### src/rtl/csr_access_unit_pkg.sv
// Shared CSR definitions: datapath widths, Zicsr funct3 encodings, the implemented
// machine-mode CSR address map and its compaction into CSR-file indices.
package csr_access_unit_pkg;

    localparam int XLEN      = 64;
    localparam int CSR_IDX_W = 4;

    typedef enum logic [2:0] {
        CSR_RW  = 3'b001,
        CSR_RS  = 3'b010,
        CSR_RC  = 3'b011,
        CSR_RWI = 3'b101,
        CSR_RSI = 3'b110,
        CSR_RCI = 3'b111
    } csr_op_e;

    localparam logic [11:0] CSR_MSTATUS   = 12'h300;
    localparam logic [11:0] CSR_MISA      = 12'h301;
    localparam logic [11:0] CSR_MIE       = 12'h304;
    localparam logic [11:0] CSR_MTVEC     = 12'h305;
    localparam logic [11:0] CSR_MSCRATCH  = 12'h340;
    localparam logic [11:0] CSR_MEPC      = 12'h341;
    localparam logic [11:0] CSR_MCAUSE    = 12'h342;
    localparam logic [11:0] CSR_MTVAL     = 12'h343;
    localparam logic [11:0] CSR_MIP       = 12'h344;
    localparam logic [11:0] CSR_MVENDORID = 12'hF11;
    localparam logic [11:0] CSR_MARCHID   = 12'hF12;
    localparam logic [11:0] CSR_MIMPID    = 12'hF13;
    localparam logic [11:0] CSR_MHARTID   = 12'hF14;

    typedef struct packed {
        logic                 valid;
        logic [CSR_IDX_W-1:0] idx;
    } csr_idx_t;

    function automatic csr_idx_t csr_index(input logic [11:0] addr);
        csr_idx_t r;
        r.valid = 1'b1;
        r.idx   = '0;
        case (addr)
            CSR_MSTATUS:   r.idx = CSR_IDX_W'(0);
            CSR_MISA:      r.idx = CSR_IDX_W'(1);
            CSR_MIE:       r.idx = CSR_IDX_W'(2);
            CSR_MTVEC:     r.idx = CSR_IDX_W'(3);
            CSR_MSCRATCH:  r.idx = CSR_IDX_W'(4);
            CSR_MEPC:      r.idx = CSR_IDX_W'(5);
            CSR_MCAUSE:    r.idx = CSR_IDX_W'(6);
            CSR_MTVAL:     r.idx = CSR_IDX_W'(7);
            CSR_MIP:       r.idx = CSR_IDX_W'(8);
            CSR_MVENDORID: r.idx = CSR_IDX_W'(9);
            CSR_MARCHID:   r.idx = CSR_IDX_W'(10);
            CSR_MIMPID:    r.idx = CSR_IDX_W'(11);
            CSR_MHARTID:   r.idx = CSR_IDX_W'(12);
            default:       r.valid = 1'b0;
        endcase
        return r;
    endfunction

    // The top two address bits encode read-only in the privileged address space.
    function automatic logic csr_is_ro(input logic [11:0] addr);
        return addr[11:10] == 2'b11;
    endfunction

endpackage

### src/rtl/csr_access_unit_alu.sv
// Combinational Zicsr modify step: new CSR value and whether the instruction writes at all.
module csr_access_unit_alu
    import csr_access_unit_pkg::*;
(
    input  logic [2:0]      funct3,
    input  logic [4:0]      rs1_idx,
    input  logic [XLEN-1:0] old_val,
    input  logic [XLEN-1:0] op_val,
    output logic [XLEN-1:0] new_val,
    output logic            do_write
);

    // funct3[1:0] selects the operation; funct3[2] only picks the operand source upstream.
    always_comb begin
        new_val  = old_val;
        do_write = 1'b0;
        case (funct3[1:0])
            2'b01: begin
                new_val  = op_val;
                do_write = 1'b1;
            end
            2'b10: begin
                new_val  = old_val | op_val;
                do_write = (rs1_idx != 5'd0);
            end
            2'b11: begin
                new_val  = old_val & ~op_val;
                do_write = (rs1_idx != 5'd0);
            end
            default: begin
                new_val  = old_val;
                do_write = 1'b0;
            end
        endcase
    end

endmodule

### src/rtl/csr_access_unit.sv
// Serialized read-modify-write engine for Zicsr instructions in front of the CSR file.
// Handshake: a transfer happens on a posedge where valid and ready are both high.
module csr_access_unit
    import csr_access_unit_pkg::*;
(
    input  logic                 clk,
    input  logic                 rst_n,
    input  logic                 req_valid,
    output logic                 req_ready,
    input  logic [2:0]           req_funct3,
    input  logic [11:0]          req_csr_addr,
    input  logic [4:0]           req_rs1_idx,
    input  logic [XLEN-1:0]      req_rs1_val,
    output logic                 rsp_valid,
    input  logic                 rsp_ready,
    output logic [XLEN-1:0]      rsp_rdata,
    output logic                 rsp_illegal,
    output logic [CSR_IDX_W-1:0] csr_raddr,
    input  logic [XLEN-1:0]      csr_rdata,
    output logic [CSR_IDX_W-1:0] csr_waddr,
    output logic [XLEN-1:0]      csr_wdata,
    output logic                 csr_web,
    output logic [1:0]           fsm_state
);

    typedef enum logic [1:0] {
        IDLE  = 2'd0,
        READ  = 2'd1,
        WRITE = 2'd2,
        RESP  = 2'd3
    } state_e;

    state_e          state;
    logic [2:0]      funct3_q;
    logic [11:0]     addr_q;
    logic [4:0]      rs1_idx_q;
    logic [XLEN-1:0] op_q;
    logic [XLEN-1:0] old_q;
    logic            illegal_q;

    logic [XLEN-1:0] new_val;
    logic            do_write;
    logic            legal;
    csr_idx_t        map;

    assign fsm_state = state;
    assign map       = csr_index(addr_q);
    assign legal     = map.valid && (funct3_q[1:0] != 2'b00) &&
                       !(csr_is_ro(addr_q) && do_write);

    csr_access_unit_alu u_alu (
        .funct3   (funct3_q),
        .rs1_idx  (rs1_idx_q),
        .old_val  (csr_rdata),
        .op_val   (op_q),
        .new_val  (new_val),
        .do_write (do_write)
    );

    always_ff @(posedge clk or negedge rst_n) begin
        if (!rst_n) begin
            state       <= IDLE;
            req_ready   <= 1'b1;
            rsp_valid   <= 1'b0;
            rsp_rdata   <= '0;
            rsp_illegal <= 1'b0;
            csr_raddr   <= '0;
            csr_waddr   <= '0;
            csr_wdata   <= '0;
            csr_web     <= 1'b0;
            funct3_q    <= '0;
            addr_q      <= '0;
            rs1_idx_q   <= '0;
            op_q        <= '0;
            old_q       <= '0;
            illegal_q   <= 1'b0;
        end else begin
            case (state)
                IDLE: begin
                    if (req_valid) begin
                        funct3_q  <= req_funct3;
                        addr_q    <= req_csr_addr;
                        rs1_idx_q <= req_rs1_idx;
                        op_q      <= req_funct3[2] ? {{(XLEN-5){1'b0}}, req_rs1_idx} : req_rs1_val;
                        csr_raddr <= csr_index(req_csr_addr).idx;
                        req_ready <= 1'b0;
                        state     <= READ;
                    end
                end
                READ: begin
                    old_q     <= csr_rdata;
                    illegal_q <= !legal;
                    csr_web   <= legal && do_write;
                    csr_waddr <= map.idx;
                    csr_wdata <= new_val;
                    state     <= WRITE;
                end
                WRITE: begin
                    csr_web     <= 1'b0;
                    rsp_valid   <= 1'b1;
                    rsp_rdata   <= illegal_q ? '0 : old_q;
                    rsp_illegal <= illegal_q;
                    state       <= RESP;
                end
                RESP: begin
                    if (rsp_ready) begin
                        rsp_valid <= 1'b0;
                        req_ready <= 1'b1;
                        state     <= IDLE;
                    end
                end
                default: state <= IDLE;
            endcase
        end
    end

endmodule

### config.mk
export PLATFORM = sky130hd
export DESIGN_NAME = csr_access_unit
export DESIGN_NICKNAME = d
export VERILOG_FILES = /design/src/rtl/csr_access_unit_pkg.sv /design/src/rtl/csr_access_unit_alu.sv /design/src/rtl/csr_access_unit.sv
export SDC_FILE = /design/constraint.sdc
export NUM_CORES = 1
export LEC_CHECK = 0
export CAP_MARGIN = 15
export CELL_PAD_IN_SITES_DETAIL_PLACEMENT = 1
export CELL_PAD_IN_SITES_GLOBAL_PLACEMENT = 1
export CORE_ASPECT_RATIO = 0.7
export CORE_UTILIZATION = 36
export DETAILED_ROUTE_END_ITERATION = 6
export PLACE_DENSITY_LB_ADDON = 0.1
export SLEW_MARGIN = 20
export SYNTH_ARGS = -nofsm -noshare
export SYNTH_HDL_FRONTEND = slang
export SYNTH_HIERARCHICAL = 1
export SYNTH_SLANG_ARGS = --single-unit
### constraint.sdc
create_clock -name clk -period 1.84 [get_ports clk]
set_clock_uncertainty 0.15 [all_clocks]
set_input_delay 0.276 -clock clk [delete_from_list [all_inputs] [get_ports clk]]
set_output_delay 0.276 -clock clk [all_outputs]
set_load 0.01 [all_outputs]
==> reports/metrics.cfg, run 1 <==
[status]
outcome=completed

[detailed_routing]
drc=0
drtAntennaViolNets=0
wl_per_cell_um=20.1
vias_per_cell=4.97
routed_wl_mm=39.0
drtPass1Iterations=4
num_vias=9644
drt-initial-drc-count=414

[clock_tree]
htree_levels=1
clkTransAtPathRegs_ns=0.06
clock_path_buffers=3
cts_tree=yes
clock_sinks=290
clkLatencyLatePin_ns=0.57
ctsRootBufferMaster=clkbuf_16
cts_made_buffers=31

[synth]
yosys_warnings=6
synth_area_per_cell_um2=11.9
syn_area_um2=13400
netlist_instances=1121
syn_nets=1277

[finish]
area_growth_pct=36.8
layout-drive-gt1-share_pct=22.6
final_area_um2=18300
layout_commonest_cell=dfrtp_1
fin_nets=1591
final_cell_mix=286 x dfrtp_1, 150 x mux2_2, 149 x clkdlybuf4s50_1, 140 x dlygate4sd2_1, 110 x o21ai_0

[critical_path]
rrSetupSlack_ns=0.04
cp_data_arrival_time_ns=2.11
crit_fanout=57
max_stage_delay_ns=0.56
critPathTopFamily=flip-flops
r2r-end=csr_wdata[26]
worstRegToRegCells=4
cp_data_required_time_ns=2.14
worstSetupStartpoint=funct3_q[0]
rr_startpoint=funct3_q[0]
worstPathCellList=buf_12, o21ai_0, a22oi_1, mux2_2
crit_buf_inv=1
critPathSlowestCell=dfrtp_4
crit_path_end_kind=flip-flop
startpoint_type=flip-flop
crit_type=flip-flop to flip-flop

[hold_path]
hold_class=input pin to flip-flop
hold_path_depth=3
worstHoldStart=req_rs1_val[11]
holdPathEnd=op_q[11]

[pwr]
total_power_mw=29.2
peakVddDrop_v=0.000995
p_leak_nw=8.34
powerDensity_nw_per_um2=1600

[global_routing]
antenna_found_initial=5
track_usage_pct=20.6
grt_pass1_vias=10400
grt_pass1_wl_mm=60.9
overflow=0
grt_start_max_net_pins=66

[die]
ios=294
start_util_pct=36.9
die_area_um2=37900
dieHeight_um=163
coreArea_um2=36200
row_count=58
die_w_um=232

[sta]
slew_viol_final=0
relSlewSlack_pct=59.2
setup_viol=0
fmaxAchievable_mhz=554
rsz0062_at_grt=true
worstMarginPinSlew_ns=0.612
fin_crit_sh_pct=98.0
fin_ws_ns=0.0362
layout_min_cycle_time_ns=1.80
hold_violations=0
fin_setup_tns_ns=0

[placement]
dp.final_hpwl_mm=27.0
placed_area_um2=17200
gp_congestion=0.771
io_buffer_count=293
post-place-ws_ns=-0.252

[run]
cap_violations=0

==> layout make-up <==
type,instances,area (um2)
diodes,1,2.50
clock buffers,45,918
clock inverters,11,209
fillers,3815,17900
inverters,70,263
multi-input cells,680,5420
flip-flops and latches,290,7270
well taps,480,601
repair buffers,362,3590
==> metal layers <==
layer | share of wire, % | vias to the layer above | track usage (%)
li1 | - | 4559 | -
met1 | 45 | 4853 | 27.4
met2 | 48 | 173 | 34.2
met3 | 4.7 | 55 | 4.45
met4 | 2.1 | 4 | 4.87
met5 | 0.069 | - | 0
==> registers in the layout, indices dropped and copies added (netlist names) <==
register and count:
csr_wdata 64, old_q 64, op_q 64, rsp_rdata 64, addr_q 12, rs1_idx_q 5
csr_raddr 4, csr_waddr 4, fsm_state 2, funct3_q 2, csr_web 1, illegal_q 1
req_ready 1, rsp_illegal 1, rsp_valid 1
==> report_power, final <==
part / switching (mW) / leakage, nW / internal [mW]
Clock: 2.61 / 0.558 / 4.27
Sequential: 1.73 / 3.66 / 8.84
Combinational: 5.72 / 4.12 / 6.03
==> how the worst max path moves through the flow <==
stage / endpoint / slack [ns] / cells after the start
CTS: rsp_rdata[34] / -0.03 / 7
global placement: csr_raddr[1] / -0.22 / 5
finish: csr_wdata[26] / 0.04 / 4
global route: rsp_rdata[34] / -0.02 / 8
detailed placement: csr_raddr[1] / -0.25 / 5
floorplan: csr_wdata[38] / 0.01 / 5
==> through the flow <==
step | cells | util, % | hold slack (ns)
after floorplan | 1121 | - | -0.170
after global placement | 1876 | 47.4 | 0.155
after detailed placement | 1876 | 47.4 | 0.154
after CTS | 1934 | 50.1 | 0.0873
after global routing | 1939 | 50.5 | 0.0983
final | 1939 | 50.5 | 0.116
==> worst reg2reg max path, stage by stage (launching register included) <==
cell and delay (ns):
dfrtp_4 0.56, buf_12 0.22, o21ai_0 0.33, a22oi_1 0.14
mux2_2 0.28
==> repair_timing <==
action | in CTS | in global routing
buffers inserted | 1 | 3
hold buffers | 1 | 0
gates resized for setup | 145 | 11
endpoints found under the setup margin | 143 | 92
endpoints found under the hold margin | 278 | 0
pin swaps | 1 | 1
cloned | 0 | 1
No activity file was read; power rests on OpenSTA's default activity.
==> inputs of run 2 (changes only) <==
--- a/config.mk
+++ b/config.mk
@@ -5,12 +5,14 @@
 export SDC_FILE = /design/constraint.sdc
 export NUM_CORES = 1
 export LEC_CHECK = 0
+export ABC_AREA = 1
 export CAP_MARGIN = 15
 export CELL_PAD_IN_SITES_DETAIL_PLACEMENT = 1
 export CELL_PAD_IN_SITES_GLOBAL_PLACEMENT = 1
-export CORE_ASPECT_RATIO = 0.7
-export CORE_UTILIZATION = 36
+export CORE_ASPECT_RATIO = 1.75
+export CORE_UTILIZATION = 33
 export DETAILED_ROUTE_END_ITERATION = 6
+export GPL_TIMING_DRIVEN = 0
 export PLACE_DENSITY_LB_ADDON = 0.1
 export SLEW_MARGIN = 20
 export SYNTH_ARGS = -nofsm -noshare
==> run 2 against run 1 <==
Cell count is 25% higher. Critical path type unchanged. Largest cell class unchanged. Non-clock buffer count rose by 18. Fmax grew 1.2%. Sequential share of layout area up 1.3 points. Critical endpoint is now op_q[42].
==> reports/metrics.cfg, run 2 <==
[critical_path]
r2r-end=op_q[42]
max_stage_delay_ns=0.46
rrSetupSlack_ns=0.06
cp.depth=6
critPathTopFamily=buffers and inverters
startpoint_type=flip-flop
crit_type=flip-flop to flip-flop
cp_data_arrival_time_ns=2.08
worstPathCellList=inv_2, ha_4, nand2_4, bufbuf_16, buf_4, a22o_1
critPathSlowestCell=dfrtp_2
crit_fanout=10
worstRegToRegCells=6
crit_path_end_kind=flip-flop
crit_buf_inv=3
worstSetupStartpoint=fsm_state[1]
cp_data_required_time_ns=2.13
rr_startpoint=fsm_state[1]

[finish]
layout-drive-gt1-share_pct=8.54
fin_nets=2068
instances_no_fill=2421
final_area_um2=17700
final_cell_mix=749 x nand2_1, 287 x dfrtp_1, 156 x inv_1, 150 x clkdlybuf4s50_1, 142 x dlygate4sd2_1
layout_commonest_cell=nand2_1
area_growth_pct=37.3
final_core_util_pct=46.1

[global_routing]
grt_start_max_net_pins=94
grt_pass1_vias=12500
grtUsageMet1_pct=25.7
antenna_found_initial=5
grt_pass1_wl_mm=68.6
met2_usage_pct=41.8
met3_usage_pct=3.62
track_usage_pct=22.6
overflow=0
busiest_layer=met2

[die]
die_area_um2=39900
die_w_um=151
coreArea_um2=38400
dieHeight_um=263
start_util_pct=33.5
row_count=95
ios=294

[synth]
yosys_warnings=6
synth_area_per_cell_um2=8.15
syn_nets=1736
syn_area_um2=12900
netlist_instances=1580

[detailed_routing]
drt-initial-drc-count=383
drtPass1Iterations=5
drc=0
drtAntennaViolNets=0
num_vias=11400
wl_per_cell_um=18.1
routed_wl_mm=43.8
vias_per_cell=4.73

[clock_tree]
clkTransAtPathRegs_ns=0.06
htree_levels=1
clkLatencyLatePin_ns=0.56
cts_tree=yes
clock_path_buffers=3
cts_made_buffers=29
ctsRootBufferMaster=clkbuf_16
clock_sinks=290

[sta]
worstMarginPinSlew_ns=0.642
relSlewSlack_pct=57.2
slew_viol_final=0
rsz0062_at_grt=true
fin_crit_sh_pct=96.9
setup_viol=0
fmaxAchievable_mhz=561
fin_ws_ns=0.0578
hold_violations=0
layout_min_cycle_time_ns=1.78

[hold_path]
hold_class=input pin to asynchronous set/reset pin

[status]
outcome=completed

[pwr]
total_power_mw=29.9
p_leak_nw=9.39
peakVddDrop_v=0.000846
powerDensity_nw_per_um2=1690

[placement]
placed_cells=2361
dp.final_hpwl_mm=32.6
post-place-ws_ns=-0.423
io_buffer_count=293
placed_area_um2=16500
gp_congestion=0.800

[run]
cap_violations=0

[run 2: cell count changes in the layout (fill, tap and decap cells not counted), sizes merged, moves of 18 or more]
cell | before | now
nand2 | 75 | 756
o21ai | 133 | 151
inv | 71 | 168
nor2 | 9 | 34
mux2 | 150 | 0
nand2b | 60 | 0
a22oi | 64 | 0
xnor2 | 64 | 0
clkbuf | 46 | 67
[run 2: worst register-to-register path, delay by kind of cell (launching register included)]
| family | cells | cell delay (ns) |
|---|---|---|
| flops | 1 | 0.46 |
| simple gates | 1 | 0.09 |
| compound gates | 1 | 0.25 |
| fa+ha+maj | 1 | 0.15 |
| buf+inv | 3 | 0.57 |
[run 2: how the worst max path moves through the flow]
stage | to
after global placement | csr_wdata[55]
after global routing | csr_wdata[0]
after floorplan | op_q[4]
after detailed placement | csr_wdata[60]
final | op_q[42]
after CTS | csr_wdata[60]
[run 2: stage by stage]
step	TNS (ns)	hold slack [ns]
finish	0	0.0700
global route	-0.0239	0.109
CTS	-0.00667	0.0758
detailed placement	-69.58	0.0884
global placement	-3760.38	0.303
floorplan	0	-0.170
[run 2: timing repair]
| item | 4_1_cts | 5_1_grt |
|---|---|---|
| pin swaps | 3 | 0 |
| gates cloned | 1 | 0 |
| hold buffers | 1 | 0 |
| endpoints found under the setup margin | 419 | 225 |
| endpoints found under the hold margin | 199 | 0 |
| resized for setup | 209 | 52 |
| buffers inserted | 5 | 0 |
[run 2: layout make-up]
class                      count  area, um2
antenna                        5       12.5
buffer                        77        609
clock buffer                  42        855
clock inverter                 8        123
fill                        4626      20700
inverter                     167        634
multi-input combinational   1044       4630
sequential                   290       7260
tap                          485        607
timing repair buffer         303       2960
[run 2: per-layer routing]
metal  part of all wire, %  up-vias
met5                     0        -
met4                   2.6        0
met3                   4.8       51
met2                    54      237
met1                    39     5609
li1                      -     5546
[run 2: where the power goes]
| group | internal, mW | total, mW | switching [mW] | leakage, nW |
|---|---|---|---|---|
| Combinational | 5.10 | 13.0 | 7.90 | 5.19 |
| Clock | 3.62 | 6.19 | 2.57 | 0.484 |
| Sequential | 9.10 | 10.7 | 1.57 | 3.71 |
